`src/rtl/c2_cfg_pkg.sv`:
```
// c2_cfg_pkg: shared states and constants for the C2 configuration loader
package c2_cfg_pkg;
  typedef enum logic [2:0] {IDLE, SYNC, LOAD, PARITY, DONE, ERR} state_t;
  localparam logic [7:0] SYNC_WORD = 8'hA5;
  localparam int CELL_W = 4;
  localparam int D00 = 0;
  localparam int D01 = 1;
  localparam int D10 = 2;
  localparam int D11 = 3;
endpackage

```
`src/rtl/c2_sync_detect.sv`:
```
// c2_sync_detect: 8-bit serial window that flags the sync word including the bit being shifted in
module c2_sync_detect
  import c2_cfg_pkg::*;
(
  input  logic clk,
  input  logic rst,
  input  logic clr_i,
  input  logic en_i,
  input  logic bit_i,
  output logic match_o
);
  logic [7:0] win_q;
  logic [7:0] win_d;
  assign win_d = {win_q[6:0], bit_i};
  assign match_o = en_i && (win_d == SYNC_WORD);
  always_ff @(posedge clk or posedge rst)
    if (rst) win_q <= '0;
    else if (clr_i) win_q <= '0;
    else if (en_i) win_q <= win_d;
endmodule

```
`src/rtl/c2_cfg_loader.sv`:
```
// c2_cfg_loader: hunts a sync word, shifts in a parity-protected row of C2 cell
// configuration and commits it atomically to the parallel bus
module c2_cfg_loader
  import c2_cfg_pkg::*;
#(
  parameter int NCELLS = 8
) (
  input  logic                     clk,
  input  logic                     rst,
  input  logic                     start,
  input  logic                     abort,
  input  logic                     ser_in,
  input  logic                     ser_valid,
  output logic                     ser_ready,
  output logic [CELL_W*NCELLS-1:0] cfg_out,
  output logic                     cfg_valid,
  output logic                     error,
  output logic                     busy
);
  localparam int PW = CELL_W * NCELLS;
  localparam int CW = $clog2(PW + 1);
  state_t state_q, state_d;
  logic [CW-1:0] cnt_q;
  logic [PW-1:0] shadow_q, cfg_q;
  logic par_q, ready_q, busy_q, valid_q, err_q;
  logic acc, match, sync_clr;
  assign acc = ser_valid && ready_q;
  assign sync_clr = (state_q != SYNC) || abort || match;
  c2_sync_detect u_sync (
    .clk    (clk),
    .rst    (rst),
    .clr_i  (sync_clr),
    .en_i   (acc && state_q == SYNC),
    .bit_i  (ser_in),
    .match_o(match)
  );
  always_comb begin
    state_d = state_q;
    case (state_q)
      IDLE:    state_d = start ? SYNC : IDLE;
      SYNC:    state_d = match ? LOAD : SYNC;
      LOAD:    state_d = (acc && cnt_q == CW'(PW - 1)) ? PARITY : LOAD;
      PARITY:  state_d = !acc ? PARITY : (par_q ^ ser_in) ? ERR : DONE;
      default: state_d = IDLE;
    endcase
    if (abort) state_d = IDLE;
  end
  always_ff @(posedge clk or posedge rst)
    if (rst) begin
      state_q  <= IDLE;
      cnt_q    <= '0;
      shadow_q <= '0;
      cfg_q    <= '0;
      par_q    <= 1'b0;
      ready_q  <= 1'b0;
      busy_q   <= 1'b0;
      valid_q  <= 1'b0;
      err_q    <= 1'b0;
    end else begin
      state_q <= state_d;
      ready_q <= state_d inside {SYNC, LOAD, PARITY};
      busy_q  <= state_d inside {SYNC, LOAD, PARITY};
      valid_q <= state_d == DONE;
      err_q   <= state_d == ERR;
      // each frame starts from a clean shadow, so payload bits can simply be OR-ed in
      if (state_q == IDLE) begin
        cnt_q    <= '0;
        shadow_q <= '0;
        par_q    <= 1'b0;
      end else if (state_q == LOAD && acc) begin
        cnt_q    <= cnt_q + 1'b1;
        shadow_q <= shadow_q | ({{(PW-1){1'b0}}, ser_in} << cnt_q);
        par_q    <= par_q ^ ser_in;
      end
      if (state_d == DONE) cfg_q <= shadow_q;
    end
  assign ser_ready = ready_q;
  assign busy      = busy_q;
  assign cfg_valid = valid_q;
  assign error     = err_q;
  assign cfg_out   = cfg_q;
endmodule

```
`config.mk`:
```
export PLATFORM = sky130hd
export DESIGN_NAME = c2_cfg_loader
export DESIGN_NICKNAME = d
export VERILOG_FILES = /design/src/rtl/c2_cfg_pkg.sv /design/src/rtl/c2_sync_detect.sv /design/src/rtl/c2_cfg_loader.sv
export SDC_FILE = /design/constraint.sdc
export NUM_CORES = 1
export LEC_CHECK = 0
export ABC_AREA = 0
export CAP_MARGIN = 10
export CORE_MARGIN = 3
export CORE_UTILIZATION = 55
export CTS_BUF_LIST = sky130_fd_sc_hd__clkbuf_4 sky130_fd_sc_hd__clkbuf_8 sky130_fd_sc_hd__clkbuf_16
export DETAILED_ROUTE_END_ITERATION = 16
export PLACE_DENSITY = 0.83
export SYNTH_ARGS = -nofsm -noshare
export SYNTH_HDL_FRONTEND = slang
export SYNTH_SLANG_ARGS = --single-unit
```
`constraint.sdc`:
```
create_clock -name clk -period 3.4 [get_ports clk]
set_input_delay 0.34 -clock clk [delete_from_list [all_inputs] [get_ports clk]]
set_output_delay 0.34 -clock clk [all_outputs]
set_load 0.01 [all_outputs]
```
# Word level (Yosys, flattened, before mapping)

Cells that the tools add are included.

Register bits after elaboration: 84
Bits in latches: 0
RAM bits: 0
Memory bits (read-only): 0
Output and inout port bits: 36
Word-level logic and storage cells: 50
Memories kept: 0

$add $sub $neg: 1
Multiply operators: 0
Divide/modulo/power cells: 0
Order comparisons: 0
Eq/ne operators: 11
Shift-type cells: 1
Multiplexer cells: 15
Bitwise gates (word level): 2
Reductions and logical operators: 11

Operators with widths:

| kind                  | number |
|---|---|
| $mux W32              | 2 |
| $or A32 B32 Y32       | 1 |
| $shl A1 B6 Y32        | 1 |
| $mux W7               | 2 |
| $eq A3 B2 Y1 const B  | 4 |
| $mux W6               | 2 |
| $pmux W3 S4           | 1 |
| $eq A8 B8 Y1 const B  | 1 |
| $add A6 B1 Y6 const B | 1 |
| $eq A3 B1 Y1 const B  | 2 |
| $eq A3 B3 Y1 const B  | 2 |
| $eq A6 B5 Y1 const B  | 1 |
| $mux W3               | 2 |
| $logic_and A1 B1 Y1   | 5 |
| $mux W1               | 5 |
| $reduce_bool A2 Y1    | 2 |
| $logic_not A3 Y1      | 1 |
| $ne A3 B1 Y1 const B  | 1 |
| $reduce_bool A3 Y1    | 1 |
| $logic_or A1 B1 Y1    | 2 |
| $mux W2               | 1 |
| $xor A1 B1 Y1         | 1 |

# Depth between registers and ports, before layout

Depth in word-level cells: 8
Depth in mapped cells: 6

# Modules after synthesis

From an unflattened synthesis, not the netlist that was laid out.

Cells, all modules: 276
Area, all modules: 3,570.9 um2

By module, submodules not included:

| module         | instances | cells each | area an instance (um2) |
|---|---|---|---|
| c2_cfg_loader  | 1         | 249        | 3,245.6 |
| c2_sync_detect | 1         | 27         | 325.3 |

# Worst setup path before layout

Ideal clock, no wire load.

Kind: register -> register
Start: register state_q[0]
End: register shadow_q[18]
Library setup time: 72 ps
Arrival time: 1,726 ps
Path slack: 1,602 ps
Stages on the path, launching flop included: 7
Clock period less this slack: 1,798 ps
Path through: dfrtp_1 -> buf_6 -> or4b_4 -> buf_6 -> nor4b_4 -> a21oi_1 -> nor2_1

Word-level cells in the longest chain between the ends: 3
Elaborated cells on any way between the ends: 5
Classes of those cells: 1 x eq/ne; 1 x mux; 3 x reduce/logical

Ends and longest elaborated chain:

| element                      | line                | source |
|---|---|---|
| start: declaration           | c2_cfg_loader.sv:22 | `state_t state_q, state_d;` |
| start signal: assignment     | c2_cfg_loader.sv:60 | `state_q <= state_d;` |
| $eq A3 B2 Y1                 | c2_cfg_loader.sv:70 | `end else if (state_q == LOAD && acc) begin` |
| $logic_and A1 B1 Y1          | c2_cfg_loader.sv:70 |  |
| $reduce_bool A2 Y1 (no line) | --                  |  |
| end signal: assignment       | c2_cfg_loader.sv:72 | `shadow_q <= shadow_q \| ({{(PW-1){1'b0}}, ser_in} << cnt_q);` |
| end: declaration             | c2_cfg_loader.sv:24 | `logic [PW-1:0] shadow_q, cfg_q;` |

Several ways; a longest one is shown, not always the timed one.
A chain may end at the register's enable or synchronous reset.

# Final worst setup path

Ends and elaborated chain as after synthesis.

==> run_results.csv <==
group,metric,value,unit
run_status,status,"finished clean",
synth,synth_cells,286,
sta,max_slew_margin,0.490,
sta,clock.fmax,503,MHz
route,via_per_inst,5.54,
synth,avgSynthCellArea,12.0,sq um
synth,ys_types,36,
sta,finClkSkew,0.00950,ns
die,die_w,85.0,um
clocking,hold_buffers,0,
critical_path,timing_worst_setup_path_type,"flop to flop",
placement,dpl.hpwl,4610,um
clocking,cts_setup_buffers,0,
sta,hold_viol_final,0,
clocking,cts_buffers,9,
job,max_cap_violations,0,
finish,fin_cells,406,
finish,syn_to_final_growth,19.2,%
synth,synth_edf_count,0,
critical_path,crit_required,3.68,ns
sta,finalSetupViolCount,0,
die,dieArea,7220,sq um
clocking,ctsLongestPathBuffers,2,
critical_path,worstPathArrival,2.27,ns
die,initial_core_util,0.572,
finish,final-seq-area,2100,sq um
clocking,root_buffer,"clkbuf_8",
clocking,insertion_delay,0.35,ns
sta,final_max_slew_viol_count,0,
critical_path,cp-end-kind,"flop",
min_path,hp-class,"input pin to asynchronous set/reset pin",
sta,rsz0062_at_grt,"no",
critical_path,cp-start-kind,"flop",
global_routing,grt-ovfl-total,0,
finish,fin_nets,333,
critical_path,path_cells,"or4b_4, nor4b_4, a21oi_1, nor2_1",
clocking,clkSlewWorstSetupHoldPaths,0.08,ns
route,avgRoutedWirePerCell,16.2,um
power_and_ir_drop,p_comb_frac,0.039,
power_and_ir_drop,swShare,0.224,
placement,dpl.cell_count,390,
critical_path,cp_slowest_stage_delay,0.64,ns
placement,port_buffers,41,
die,die_y,85.0,um
placement,placed_area,3880,sq um
placement,gp_congestion,0.891,
finish,n_antenna_cell,0,
die,fp.coreArea,5990,sq um
finish,drive_gt1_frac,0.178,
sta,setup-tns-final,0,ns
route,drt-initial-drc-count,205,
global_routing,antenna_found_initial,0,
sta,worst_pin_slew,0.763,ns
global_routing,grt_util_all_layers,0.202,
synth,synth-main-ff-cell,"dfrtp_1",
power_and_ir_drop,ir_worst_vdd,0.000284,V
power_and_ir_drop,p_switching,401,uW
route,ant_nets,0,
power_and_ir_drop,power_frac_seq,0.561,
critical_path,cp_max_fo,10,
power_and_ir_drop,p_per_area,439,nW/um^2
global_routing,grt_max_degree,34,
critical_path,cp_slowest_cell,"or4b_4",
route,drc_errors,0,
synth,synth_warnings,0,
clocking,cts_sinks,84,
finish,multi_input_area,1220,sq um
die,core.rowCount,28,
global_routing,grt_pass1_vias,2335,
die,io-pin-count,42,
sta,fin_crit_sh,0.585,
synth,ys_ff_latch,84,
clocking,cts_tree,"done",
finish,fillers,422,
clocking,cts_resized,0,
synth,yosysSeqAreaShare,0.613,
power_and_ir_drop,clockPowerShare,0.400,
route,routed_wl,6560,um
sta,min_period,1.99,ns
synth,synth_area,3430,sq um
route,drt_first_pass_iters,4,
clocking,h-tree-depth,3,
route,vias,2251,
synth,async_flop_share,1.00,
power_and_ir_drop,p_leak,1.88,nW
synth,synth_fp_nets,293,
global_routing,grt_pass1_wl,11500,um
finish,fin_area,4090,sq um
power_and_ir_drop,internal_power,1.39,mW
layout by cell type (no fill, tap or decap), types with 3 or more instances in the layout:
cell,instances
a21oi_1,24
a22o_1,10
buf_4,4
clkbuf_8,10
clkdlybuf4s50_1,41
dfrtp_1,84
inv_1,5
mux2_2,32
nand2_1,24
nand3_1,8
nor2_1,34
nor3b_1,4
o21ai_0,10
xnor2_1,3
xor2_1,4
area by class of cell:
class	instances	share of cell area
tap	75	0.0230
timing repair buffer	45	0.108
inverter	6	0.00582
sequential	84	0.515
clock inverter	5	0.0147
clock buffer	11	0.0355
multi-input combinational	180	0.299
final timing paths:
kind | startpoint | end | slack, ns | cells after the start
worst max-delay path | state_q[0] | shadow_q[18] | 1.41 | 4
max in group asynchronous | rst | shadow_q[13] | 2.35 | 3
worst min register to register | shadow_q[29] | shadow_q[29] | 0.48 | 2
worst min-delay path | rst | cfg_out[27] | 0.30 | 2
min in group clk | shadow_q[29] | shadow_q[29] | 0.48 | 2
worst max register to register | state_q[0] | shadow_q[18] | 1.41 | 4
registers in the layout, indices dropped and copies added, names as in the netlist:
signal and cells:
shadow_q 32, cfg_out 32, state_q 3, cfg_valid 1, error 1, par_q 1, u_sync.win_q 7, cnt_q 6
busy 1
critical path, delay by kind of cell, from the launching register on:
kind               cells  cell delay (ns)
AOI/OAI and AO/OA      1             0.15
and+or+nand+nor        3             1.28
DFF                    1             0.49
Yosys cell counts (4+ instances only):
| library cell | number | share of area |
|---|---|---|
| nand2_1 | 24 | 0.026 |
| nor2_1 | 34 | 0.037 |
| nor3b_1 | 4 | 0.0088 |
| inv_1 | 6 | 0.0066 |
| a21oi_1 | 24 | 0.035 |
| clkbuf_1 | 9 | 0.0099 |
| xor2_1 | 4 | 0.010 |
| a22o_1 | 10 | 0.026 |
| o21ai_0 | 10 | 0.015 |
| buf_2 | 4 | 0.0058 |
| dfrtp_1 | 84 | 0.61 |
| mux2_2 | 32 | 0.11 |
| nand3_1 | 8 | 0.012 |
through the flow:
stage / worst slack, ns / utilization / hold WS [ns] / power (mW)
CTS: 1.40 / 0.682 / 0.299 / 1.81
detailed placement: 1.06 / 0.648 / 0.466 / 1.10
floorplan: 0.895 / - / 0.446 / 1.08
finish: 1.41 / 0.682 / 0.298 / 1.79
global route: 1.34 / 0.682 / 0.337 / 1.87
global placement: 1.15 / 0.648 / 0.460 / 1.10
routing by layer:
metal  vias to the layer above  GRT usage  share of wire
met2                        48      0.309           0.49
met1                      1125      0.278           0.45
li1                       1067          -              -
met3                        11     0.0534          0.043
met5                         -          0              0
met4                         0     0.0791          0.017
power groups by stage:
stage,Clock (mW),Combinational [mW],Sequential [mW]
floorplan,0,0.0530,1.02
global placement,0,0.0706,1.03
detailed placement,0,0.0724,1.03
CTS,0.736,0.0723,1.01
global route,0.786,0.0807,1.01
finish,0.717,0.0707,1.01
cells by family (layout without fill, tap and decap cells):
group,count (synthesis),after routing,synth area share
mux,32,32,0.105
buf+inv,22,67,0.0310
xor+xnor,7,7,0.0179
compound gates,49,49,0.0872
flops,84,84,0.613
fa+ha+maj,1,1,0.00365
simple gates,91,91,0.142
Power figures use the tool's default switching activity.
